### src/rtl/rv32i_mul_div_unit.sv
// Iterative RV32M multiply/divide unit: radix-2 shift-add multiply and restoring
// divide share one 64-bit working register and take 32 compute cycles.
module rv32i_mul_div_unit #(
  parameter int XLEN = 32
) (
  input  logic            clk_i,
  input  logic            reset_i,
  input  logic            req_valid_i,
  output logic            req_ready_o,
  input  logic [1:0]      req_op_i,
  input  logic            req_in_1_signed_i,
  input  logic            req_in_2_signed_i,
  input  logic [1:0]      req_out_sel_i,
  input  logic [XLEN-1:0] req_in_1_i,
  input  logic [XLEN-1:0] req_in_2_i,
  input  logic            kill_i,
  output logic            resp_valid_o,
  input  logic            resp_ready_i,
  output logic [XLEN-1:0] resp_result_o
);

  localparam logic [1:0] MD_OP_MUL  = 2'd0;
  localparam logic [1:0] MD_OP_DIV  = 2'd1;
  localparam logic [1:0] MD_OP_REM  = 2'd2;
  localparam logic [1:0] MD_OUT_LO  = 2'd0;
  localparam logic [1:0] MD_OUT_HI  = 2'd1;
  localparam logic [1:0] MD_OUT_REM = 2'd2;

  typedef enum logic [1:0] {S_IDLE, S_SETUP, S_COMPUTE, S_DONE} state_t;

  state_t            state_q, state_d;
  logic [4:0]        cnt_q, cnt_d;
  logic [1:0]        op_q, op_d;
  logic [1:0]        sel_q, sel_d;
  logic              sgn1_q, sgn1_d;
  logic              sgn2_q, sgn2_d;
  logic [XLEN-1:0]   in1_q, in1_d;
  logic [XLEN-1:0]   in2_q, in2_d;
  logic [2*XLEN-1:0] work_q, work_d;
  logic [XLEN-1:0]   opnd_q, opnd_d;
  logic              neg_res_q, neg_res_d;
  logic              neg_rem_q, neg_rem_d;
  logic              div0_q, div0_d;

  logic              neg1, neg2, is_mul;
  logic [XLEN-1:0]   mag1, mag2;
  logic [XLEN:0]     mul_sum;
  logic [XLEN:0]     rem_sh;
  logic              div_ge;
  logic [XLEN-1:0]   div_diff;
  logic [2*XLEN-1:0] prod;
  logic [XLEN-1:0]   quot, rem;

  assign neg1   = in1_q[XLEN-1] & sgn1_q;
  assign neg2   = in2_q[XLEN-1] & sgn2_q;
  assign mag1   = neg1 ? (~in1_q + 32'd1) : in1_q;
  assign mag2   = neg2 ? (~in2_q + 32'd1) : in2_q;
  assign is_mul = (op_q == MD_OP_MUL);

  // MUL: work = {partial_hi, multiplier}; add multiplicand on lsb, shift right.
  assign mul_sum  = {1'b0, work_q[2*XLEN-1:XLEN]} + (work_q[0] ? {1'b0, opnd_q} : 33'd0);
  // DIV: work = {remainder, quotient}; the shifted remainder needs a carry bit.
  assign rem_sh   = work_q[2*XLEN-1:XLEN-1];
  assign div_ge   = (rem_sh >= {1'b0, opnd_q});
  assign div_diff = rem_sh[XLEN-1:0] - opnd_q;

  always_comb begin
    state_d   = state_q;
    cnt_d     = cnt_q;
    op_d      = op_q;
    sel_d     = sel_q;
    sgn1_d    = sgn1_q;
    sgn2_d    = sgn2_q;
    in1_d     = in1_q;
    in2_d     = in2_q;
    work_d    = work_q;
    opnd_d    = opnd_q;
    neg_res_d = neg_res_q;
    neg_rem_d = neg_rem_q;
    div0_d    = div0_q;
    case (state_q)
      S_IDLE: begin
        if (req_valid_i && !kill_i) begin
          op_d    = req_op_i;
          sel_d   = req_out_sel_i;
          sgn1_d  = req_in_1_signed_i;
          sgn2_d  = req_in_2_signed_i;
          in1_d   = req_in_1_i;
          in2_d   = req_in_2_i;
          state_d = S_SETUP;
        end
      end
      S_SETUP: begin
        if (kill_i) begin
          state_d = S_IDLE;
        end else begin
          work_d    = is_mul ? {32'd0, mag2} : {32'd0, mag1};
          opnd_d    = is_mul ? mag1 : mag2;
          cnt_d     = 5'd31;
          neg_res_d = neg1 ^ neg2;
          neg_rem_d = neg1;
          div0_d    = (in2_q == 32'd0);
          state_d   = S_COMPUTE;
        end
      end
      S_COMPUTE: begin
        if (kill_i) begin
          state_d = S_IDLE;
        end else begin
          if (is_mul)
            work_d = {mul_sum, work_q[XLEN-1:1]};
          else if (div_ge)
            work_d = {div_diff, work_q[XLEN-2:0], 1'b1};
          else
            work_d = {rem_sh[XLEN-1:0], work_q[XLEN-2:0], 1'b0};
          cnt_d = cnt_q - 5'd1;
          if (cnt_q == 5'd0) state_d = S_DONE;
        end
      end
      S_DONE: begin
        if (kill_i || resp_ready_i) state_d = S_IDLE;
      end
      default: state_d = S_IDLE;
    endcase
  end

  always_ff @(posedge clk_i) begin
    if (reset_i) begin
      state_q   <= S_IDLE;
      cnt_q     <= '0;
      op_q      <= '0;
      sel_q     <= '0;
      sgn1_q    <= 1'b0;
      sgn2_q    <= 1'b0;
      in1_q     <= '0;
      in2_q     <= '0;
      work_q    <= '0;
      opnd_q    <= '0;
      neg_res_q <= 1'b0;
      neg_rem_q <= 1'b0;
      div0_q    <= 1'b0;
    end else begin
      state_q   <= state_d;
      cnt_q     <= cnt_d;
      op_q      <= op_d;
      sel_q     <= sel_d;
      sgn1_q    <= sgn1_d;
      sgn2_q    <= sgn2_d;
      in1_q     <= in1_d;
      in2_q     <= in2_d;
      work_q    <= work_d;
      opnd_q    <= opnd_d;
      neg_res_q <= neg_res_d;
      neg_rem_q <= neg_rem_d;
      div0_q    <= div0_d;
    end
  end

  assign prod = neg_res_q ? (~work_q + 64'd1) : work_q;
  assign quot = work_q[XLEN-1:0];
  assign rem  = work_q[2*XLEN-1:XLEN];

  // Result is zero outside DONE and for unsupported op/out_sel pairs.
  always_comb begin
    resp_result_o = '0;
    if (state_q == S_DONE) begin
      case (op_q)
        MD_OP_MUL: begin
          if (sel_q == MD_OUT_LO)      resp_result_o = prod[XLEN-1:0];
          else if (sel_q == MD_OUT_HI) resp_result_o = prod[2*XLEN-1:XLEN];
        end
        MD_OP_DIV: begin
          if (sel_q == MD_OUT_LO)
            resp_result_o = div0_q ? 32'hFFFF_FFFF : (neg_res_q ? (~quot + 32'd1) : quot);
        end
        MD_OP_REM: begin
          if (sel_q == MD_OUT_REM)
            resp_result_o = div0_q ? in1_q : (neg_rem_q ? (~rem + 32'd1) : rem);
        end
        default: resp_result_o = '0;
      endcase
    end
  end

  assign req_ready_o  = (state_q == S_IDLE);
  assign resp_valid_o = (state_q == S_DONE);

endmodule

### config.mk
export PLATFORM = sky130hd
export DESIGN_NAME = rv32i_mul_div_unit
export DESIGN_NICKNAME = d
export VERILOG_FILES = /design/src/rtl/rv32i_mul_div_unit.sv
export SDC_FILE = /design/constraint.sdc
export NUM_CORES = 1
export LEC_CHECK = 0
export ABC_AREA = 0
export BUFFER_PORTS_ARGS = -buffer_cell sky130_fd_sc_hd__buf_2
export CAP_MARGIN = 0
export CORE_MARGIN = 8
export CORE_UTILIZATION = 40
export DETAILED_ROUTE_END_ITERATION = 6
export SLEW_MARGIN = 15
export SYNTH_ARGS = -nofsm -noshare
export SYNTH_HDL_FRONTEND = slang
export SYNTH_SLANG_ARGS = --single-unit
### constraint.sdc
create_clock -name clk_i -period 4.35 [get_ports clk_i]
set_clock_uncertainty 0.05 [all_clocks]
set_input_delay 1.305 -clock clk_i [delete_from_list [all_inputs] [get_ports clk_i]]
set_output_delay 1.305 -clock clk_i [all_outputs]
set_load 0.005 [all_outputs]
==> results of run 1 <==
## per-layer routing
layer	GRT usage	vias to the layer above	part of all wire
met5	0	-	0
met4	0.136	0	0.051
met3	0.0579	137	0.081
met2	0.438	749	0.44
met1	0.377	8003	0.43
li1	-	8241	-
## power breakdown
| part | switching (mW) | internal, mW | leakage (nW) | total, mW |
|---|---|---|---|---|
| logic | 0.767 | 0.459 | 5.65 | 1.23 |
| registers | 0.0738 | 1.66 | 1.43 | 1.74 |
| clock network | 0.777 | 0.818 | 0.293 | 1.60 |
## registers in the layout, indices dropped and copies added, names as in the netlist
name	flops
sgn1_q	1
sgn2_q	1
sel_q	2
state_q	2
work_q	64
cnt_q	5
in1_q	32
in2_q	32
op_q	2
neg_rem_q	1
neg_res_q	1
opnd_q	32
div0_q	1
## area by class of cell
| cell class | count | area (µm²) | area share |
|---|---|---|---|
| multi-input combinational | 1858 | 11500 | 0.635 |
| sequential | 176 | 3530 | 0.195 |
| timing repair buffer | 240 | 1580 | 0.0876 |
| tap | 518 | 648 | 0.0359 |
| clock buffer | 17 | 425 | 0.0235 |
| inverter | 68 | 255 | 0.0141 |
| clock inverter | 15 | 166 | 0.00921 |
## per-stage QoR
| stage | utilization | setup TNS, ns | power (mW) | hold slack, ns |
|---|---|---|---|---|
| 2_1_floorplan | - | 0 | 2.49 | 0.382 |
| 3_3_place_gp | 0.445 | -0.0949 | 2.90 | 0.391 |
| 3_5_place_dp | 0.445 | -0.0707 | 2.91 | 0.395 |
| 4_1_cts | 0.468 | -7.79 | 4.54 | 0.404 |
| 5_1_grt | 0.471 | -12.21 | 4.76 | 0.417 |
| 6_report | 0.471 | -8.69 | 4.56 | 0.404 |
## cells in the final DEF, fill, tap and decap left out, types with 15 or more instances in the layout
master     instances
o31ai_1           23
buf_4            127
clkbuf_16         17
a211oi_1          60
a21o_1            35
nand3_1           28
o211ai_1          35
a21oi_1          240
o22ai_1           23
dfxtp_1          174
nand2_1          377
or3_1             19
buf_2            107
nor3_1            82
xnor2_1          102
nor2_1           235
ha_1              70
nor4_1            15
o21ai_0          115
xor2_1            94
nand2b_1          15
inv_1             67
## path summary, 6_finish.rpt
check                            endpoint  cells after the start
hold reg to reg   opnd_q[29]$_SDFFE_PP0P_                      2
setup / recovery        resp_result_o[26]                     13
hold / removal    opnd_q[29]$_SDFFE_PP0P_                      2
setup reg to reg  work_q[42]$_SDFFE_PP0P_                     13
## critical path, cell delays in order (launching register included)
cell     delay (ns)
dfxtp_2        0.33
or4_4          0.54
or4_4          0.48
buf_4          0.17
nor3_4         0.14
nand2_1        0.09
buf_6          0.15
or2_4          0.25
o31ai_2        0.20
xor2_1         0.23
a21oi_1        0.10
a21oi_1        0.20
nor2_1         0.06
buf_2          0.13
## repair_timing
action | CTS | global route
pin swaps | 21 | 26
setup buffers | 2 | 2
gates resized for setup | 63 | 26
setup endpoints to repair | 32 | 32
## cell families (layout without fill, tap and decap cells)
logic type / Yosys count / count (layout) / synth area share
AO/OA/AOI/OAI: 694 / 694 / 0.279
buffers and inverters: 229 / 340 / 0.0560
adder cells (fa/ha/maj): 72 / 72 / 0.0593
AND/OR/NAND/NOR: 878 / 878 / 0.254
flip-flops: 176 / 176 / 0.228
XOR/XNOR: 202 / 202 / 0.115
multiplexers: 12 / 12 / 0.00866
==> impl_metrics.tcl, run 1 <==
set metrics [dict create \
    outcome "finished with violations" \
    violations "DRC, setup timing" \
    grt_pass1_wl_um 98500 \
    syn_area_um2 15500 \
    netlist_instances 2263 \
    worstPathRequired_ns 2.99 \
    die_w_um 213 \
    rsz0062_at_grt "true" \
    finalMaxSlewViolations 0 \
    root_buffer "clkbuf_16" \
    yosysUniqueCellTypes 78 \
    die_h_um 213 \
    start_util 0.403 \
    cp-end-kind "output pin" \
    place.gp.congestion 0.972 \
    place_area_um2 17100 \
    ir_drop_v 0.000333 \
    num_vias 17100 \
    synth_nets 2410 \
    min_period_over_period 1.12 \
    io-pin-count 109 \
    drc_errors 2 \
    ys_seq_area_frac 0.228 \
    hpwl_um 50600 \
    finalWirelength_um 64900 \
    synth-main-ff-cell "dfxtp_1" \
    yosysMostFrequentCell "nand2_1" \
    wl_per_cell_um 22.4 \
    path_class "reg2out" \
    postCtsHoldBufs 0 \
    tightest_slew_ns 1.03 \
    worstPathArrival_ns 3.52 \
    min_period_ns 4.87 \
    synth-seq-cells 176 \
    grt_max_degree 97 \
    syn_area_per_cell_um2 6.83 \
    netlist.area_leader.share 0.228 \
    worst-r2r-setup-slack_ns 0.31 \
    gr-total-overflow 0 \
    drive_gt1_frac 0.155 \
    post-place-ws_ns -0.0568 \
    power.density_nw_per_um2 252 \
    drtIter0Drc 1629 \
    synth-edff-count 0 \
    rr_startpoint "work_q[41]$_SDFFE_PP0P_" \
    min_from "opnd_q[29]$_SDFFE_PP0P_" \
    cts_buffers 17 \
    path_clk_slew_ns 0.08 \
    start_kind "register" \
    clockBufferDepth 2 \
    grt_pass1_vias 16300 \
    ys_warn_count 0 \
    h-tree-depth 4 \
    num_rows 72 \
    grt_usage 0.285 \
    clock-sinks 176 \
    hold_violations 0 \
    syn_to_final_growth_pct 17.0 \
    p_leak_nw 7.37 \
    hp-class "reg2reg" \
    synth_common_cells "nand2_1, a21oi_1, nor2_1, dfxtp_1, clkbuf_1" \
    ant_nets 0 \
    core_area_um2 38400 \
    die_area_um2 45200 \
    dr.pass1.iters 7 \
    diodes 0 \
    worst-path-max-fanout 6 \
    yosys.area.top_type "dfxtp_1" \
    fillCellCount 4039 \
    setup_ws_ns -0.524 \
    maxCapViolations 0 \
    layout.nets 2508 \
    max_slew_margin 0.311 \
    async_flop_share 0 \
    antenna_found_initial 0 \
    clock_latency_ns 0.46 \
    ys_top_cells_by_area "dfxtp_1, nand2_1, a21oi_1" \
    fmax_mhz 205 \
    crit_start "work_q[10]$_SDFFE_PP0P_" \
    finalSetupViolCount 30 \
    final_cells 2892 \
    portBuffers 108 \
    placed_cells 2856 \
    cts_tree "built" \
    final_cell_area_um2 18100 \
    avgViaCountPerCell 5.92 \
]
Note: power is estimated with default switching activity, not from simulation.
==> run 2, diff against run 1 <==
--- a/config.mk
+++ b/config.mk
@@ -11,7 +11,6 @@
 export CORE_MARGIN = 8
 export CORE_UTILIZATION = 40
 export DETAILED_ROUTE_END_ITERATION = 6
-export SLEW_MARGIN = 15
 export SYNTH_ARGS = -nofsm -noshare
 export SYNTH_HDL_FRONTEND = slang
 export SYNTH_SLANG_ARGS = --single-unit
==> constraint.sdc (replaced) <==
create_clock -name clk_i -period 6.1 [get_ports clk_i]
set_clock_uncertainty 0.05 [all_clocks]
set_input_delay 1.83 -clock clk_i [delete_from_list [all_inputs] [get_ports clk_i]]
set_output_delay 1.83 -clock clk_i [all_outputs]
set_load 0.005 [all_outputs]
==> run 2 against run 1 <==
Sequential share of layout area is 1.3 points higher; critical path type unchanged; global-route usage is 1.4 points lower; the run now ends clean; die area stayed put.
==> impl_metrics.tcl, run 2 (synthesis gave the netlist of run 1 again) <==
set metrics [dict create \
    io-pin-count 109 \
    worstPathArrival_ns 3.86 \
    final_core_util 0.442 \
    rr_startpoint "work_q[37]$_SDFFE_PP0P_" \
    start_kind "register" \
    final_common_cell "nand2_1" \
    die_area_um2 45200 \
    cp-end-kind "output pin" \
    worst-path-buf-inv 1 \
    drive_gt1_frac 0.0922 \
    cpMaxStageDelayCell "or4_4" \
    rr_worst_depth 11 \
    cp_slowest_stage_delay_ns 0.58 \
    antenna_found_initial 1 \
    finalWirelength_um 62000 \
    layout_common_cells "nand2_1, a21oi_1, nor2_1" \
    drtIter0Drc 1996 \
    reg2reg_to "work_q[35]$_SDFFE_PP0P_" \
    start_util 0.403 \
    min_from "opnd_q[17]$_SDFFE_PP0P_" \
    path_clk_slew_ns 0.07 \
    met3_length_um 4470 \
    p_leak_nw 6.80 \
    tightest_slew_ns 1.10 \
    grt_usage 0.271 \
    finalMaxSlewViolations 0 \
    min_period_over_period 0.941 \
    die_w_um 213 \
    hp-class "reg2reg" \
    outcome "finished, final reports clean" \
    wl_met2_um 28000 \
    wl_met1_um 26800 \
    top_register "work_q" \
    hold_violations 0 \
    dr.pass1.iters 6 \
    ir_drop_v 0.000239 \
    worst-path-max-fanout 7 \
    syn_to_final_growth_pct 9.79 \
    grt_pass1_vias 16100 \
    min_period_ns 5.74 \
    portBuffers 108 \
    maxCapViolations 0 \
    postCtsHoldBufs 0 \
    gr-total-overflow 0 \
    setup_tns_ns 0 \
    num_rows 72 \
    finalSetupViolCount 0 \
    diodes 0 \
    worst-r2r-setup-slack_ns 1.79 \
    ant_nets 0 \
    highest_layer "met4" \
    cts_tree "built" \
    layout.nets 2411 \
    path_class "reg2out" \
    power.density_nw_per_um2 189 \
    clock-sinks 176 \
    root_buffer "clkbuf_16" \
    avgViaCountPerCell 6.07 \
    h-tree-depth 4 \
    max_slew_margin 0.265 \
    timing.critical_path.max_delay_family "simple AND/OR/NAND/NOR gates" \
    wl_per_cell_um 22.2 \
    finalPower_mw 3.21 \
    worstPathCellList "or4_4 -> or4_4 -> nor3_4 -> nand2_1 -> or4_4 -> o21ai_0 -> xnor2_1 -> a22oi_1 -> o31ai_1 -> buf_2" \
    clock_latency_ns 0.47 \
    core_area_um2 38400 \
    whs_endpoint "opnd_q[17]$_SDFFE_PP0P_" \
    die_h_um 213 \
    num_vias 17000 \
    worstPathRequired_ns 4.22 \
    hpwl_um 47600 \
    fmax_mhz 174 \
    grt_max_degree 93 \
    hold_depth 2 \
    crit_top_cell "or4_4" \
    place.gp.congestion 1.03 \
    cts_buffers 17 \
    rsz0062_at_grt "false" \
    largest_reg_flops 64 \
    grt_pass1_wl_um 95200 \
    drc_errors 0 \
    clockBufferDepth 2 \
]
[run 2: cell count changes in the layout (fill, tap and decap cells not counted), sizes merged]
cell    before  now
bufinv       1    3
buf        240  143
clkinv       6    4
clkbuf      17   20
inv         76   73
[run 2: worst max-delay path by stage]
stage | from | to | slack (ns) | depth (start not counted)
global placement | work_q[10]$_SDFFE_PP0P_ | resp_result_o[10] | 0.70 | 11
floorplan | work_q[10]$_SDFFE_PP0P_ | resp_result_o[19] | 1.42 | 9
finish | work_q[10]$_SDFFE_PP0P_ | resp_result_o[19] | 0.36 | 10
CTS | work_q[10]$_SDFFE_PP0P_ | resp_result_o[10] | 0.1 | 11
detailed placement | work_q[10]$_SDFFE_PP0P_ | resp_result_o[10] | 0.63 | 11
global route | work_q[40]$_SDFFE_PP0P_ | resp_result_o[26] | 0.07 | 11
[run 2: area by class of cell]
| cell class | count | area, µm² |
|---|---|---|
| Clock inverter | 12 | 170 |
| Tap cell | 518 | 648 |
| Fill cell | 4183 | 21400 |
| Timing Repair Buffer | 143 | 818 |
| Inverter | 68 | 255 |
| Clock buffer | 20 | 447 |
| Sequential cell | 176 | 3520 |
| Multi-Input combinational cell | 1858 | 11100 |
[run 2: power by group]
| part | leakage (nW) | switching [mW] | internal [mW] |
|---|---|---|---|
| sequential | 1.43 | 0.0663 | 1.19 |
| clock | 0.303 | 0.529 | 0.666 |
| combinational | 5.07 | 0.503 | 0.259 |
| total | 6.80 | 1.10 | 2.11 |
[run 2: tightest hold or removal path: cells and delay by family, from the launching register on]
family	cells	cell delay, ns
and+or+nand+nor	1	0.05
DFF	1	0.31
AOI/OAI and AO/OA	1	0.05
[run 2: layer usage]
layer	track usage	vias to the layer above
met5	0	-
met4	0.129	0
met3	0.0432	150
met2	0.428	738
met1	0.357	8053
li1	-	8021
[run 2: what timing repair did]
item | in CTS | in global routing
hold endpoints to repair | 0 | 0
gates resized for setup | 0 | 2
setup endpoints to repair | 0 | 4
setup buffers | 0 | 0
[run 2: per-stage QoR]
| step | cell area, µm² | hold WS [ns] | cells | setup WS (ns) |
|---|---|---|---|---|
| 2_1_floorplan | 15500 | 0.382 | 2263 | 1.42 |
| 3_3_place_gp | 16300 | 0.392 | 2763 | 0.700 |
| 3_5_place_dp | 16300 | 0.399 | 2763 | 0.632 |
| 4_1_cts | 17000 | 0.406 | 2795 | 0.0979 |
| 5_1_grt | 17000 | 0.431 | 2795 | 0.0711 |
| 6_report | 17000 | 0.403 | 2795 | 0.360 |
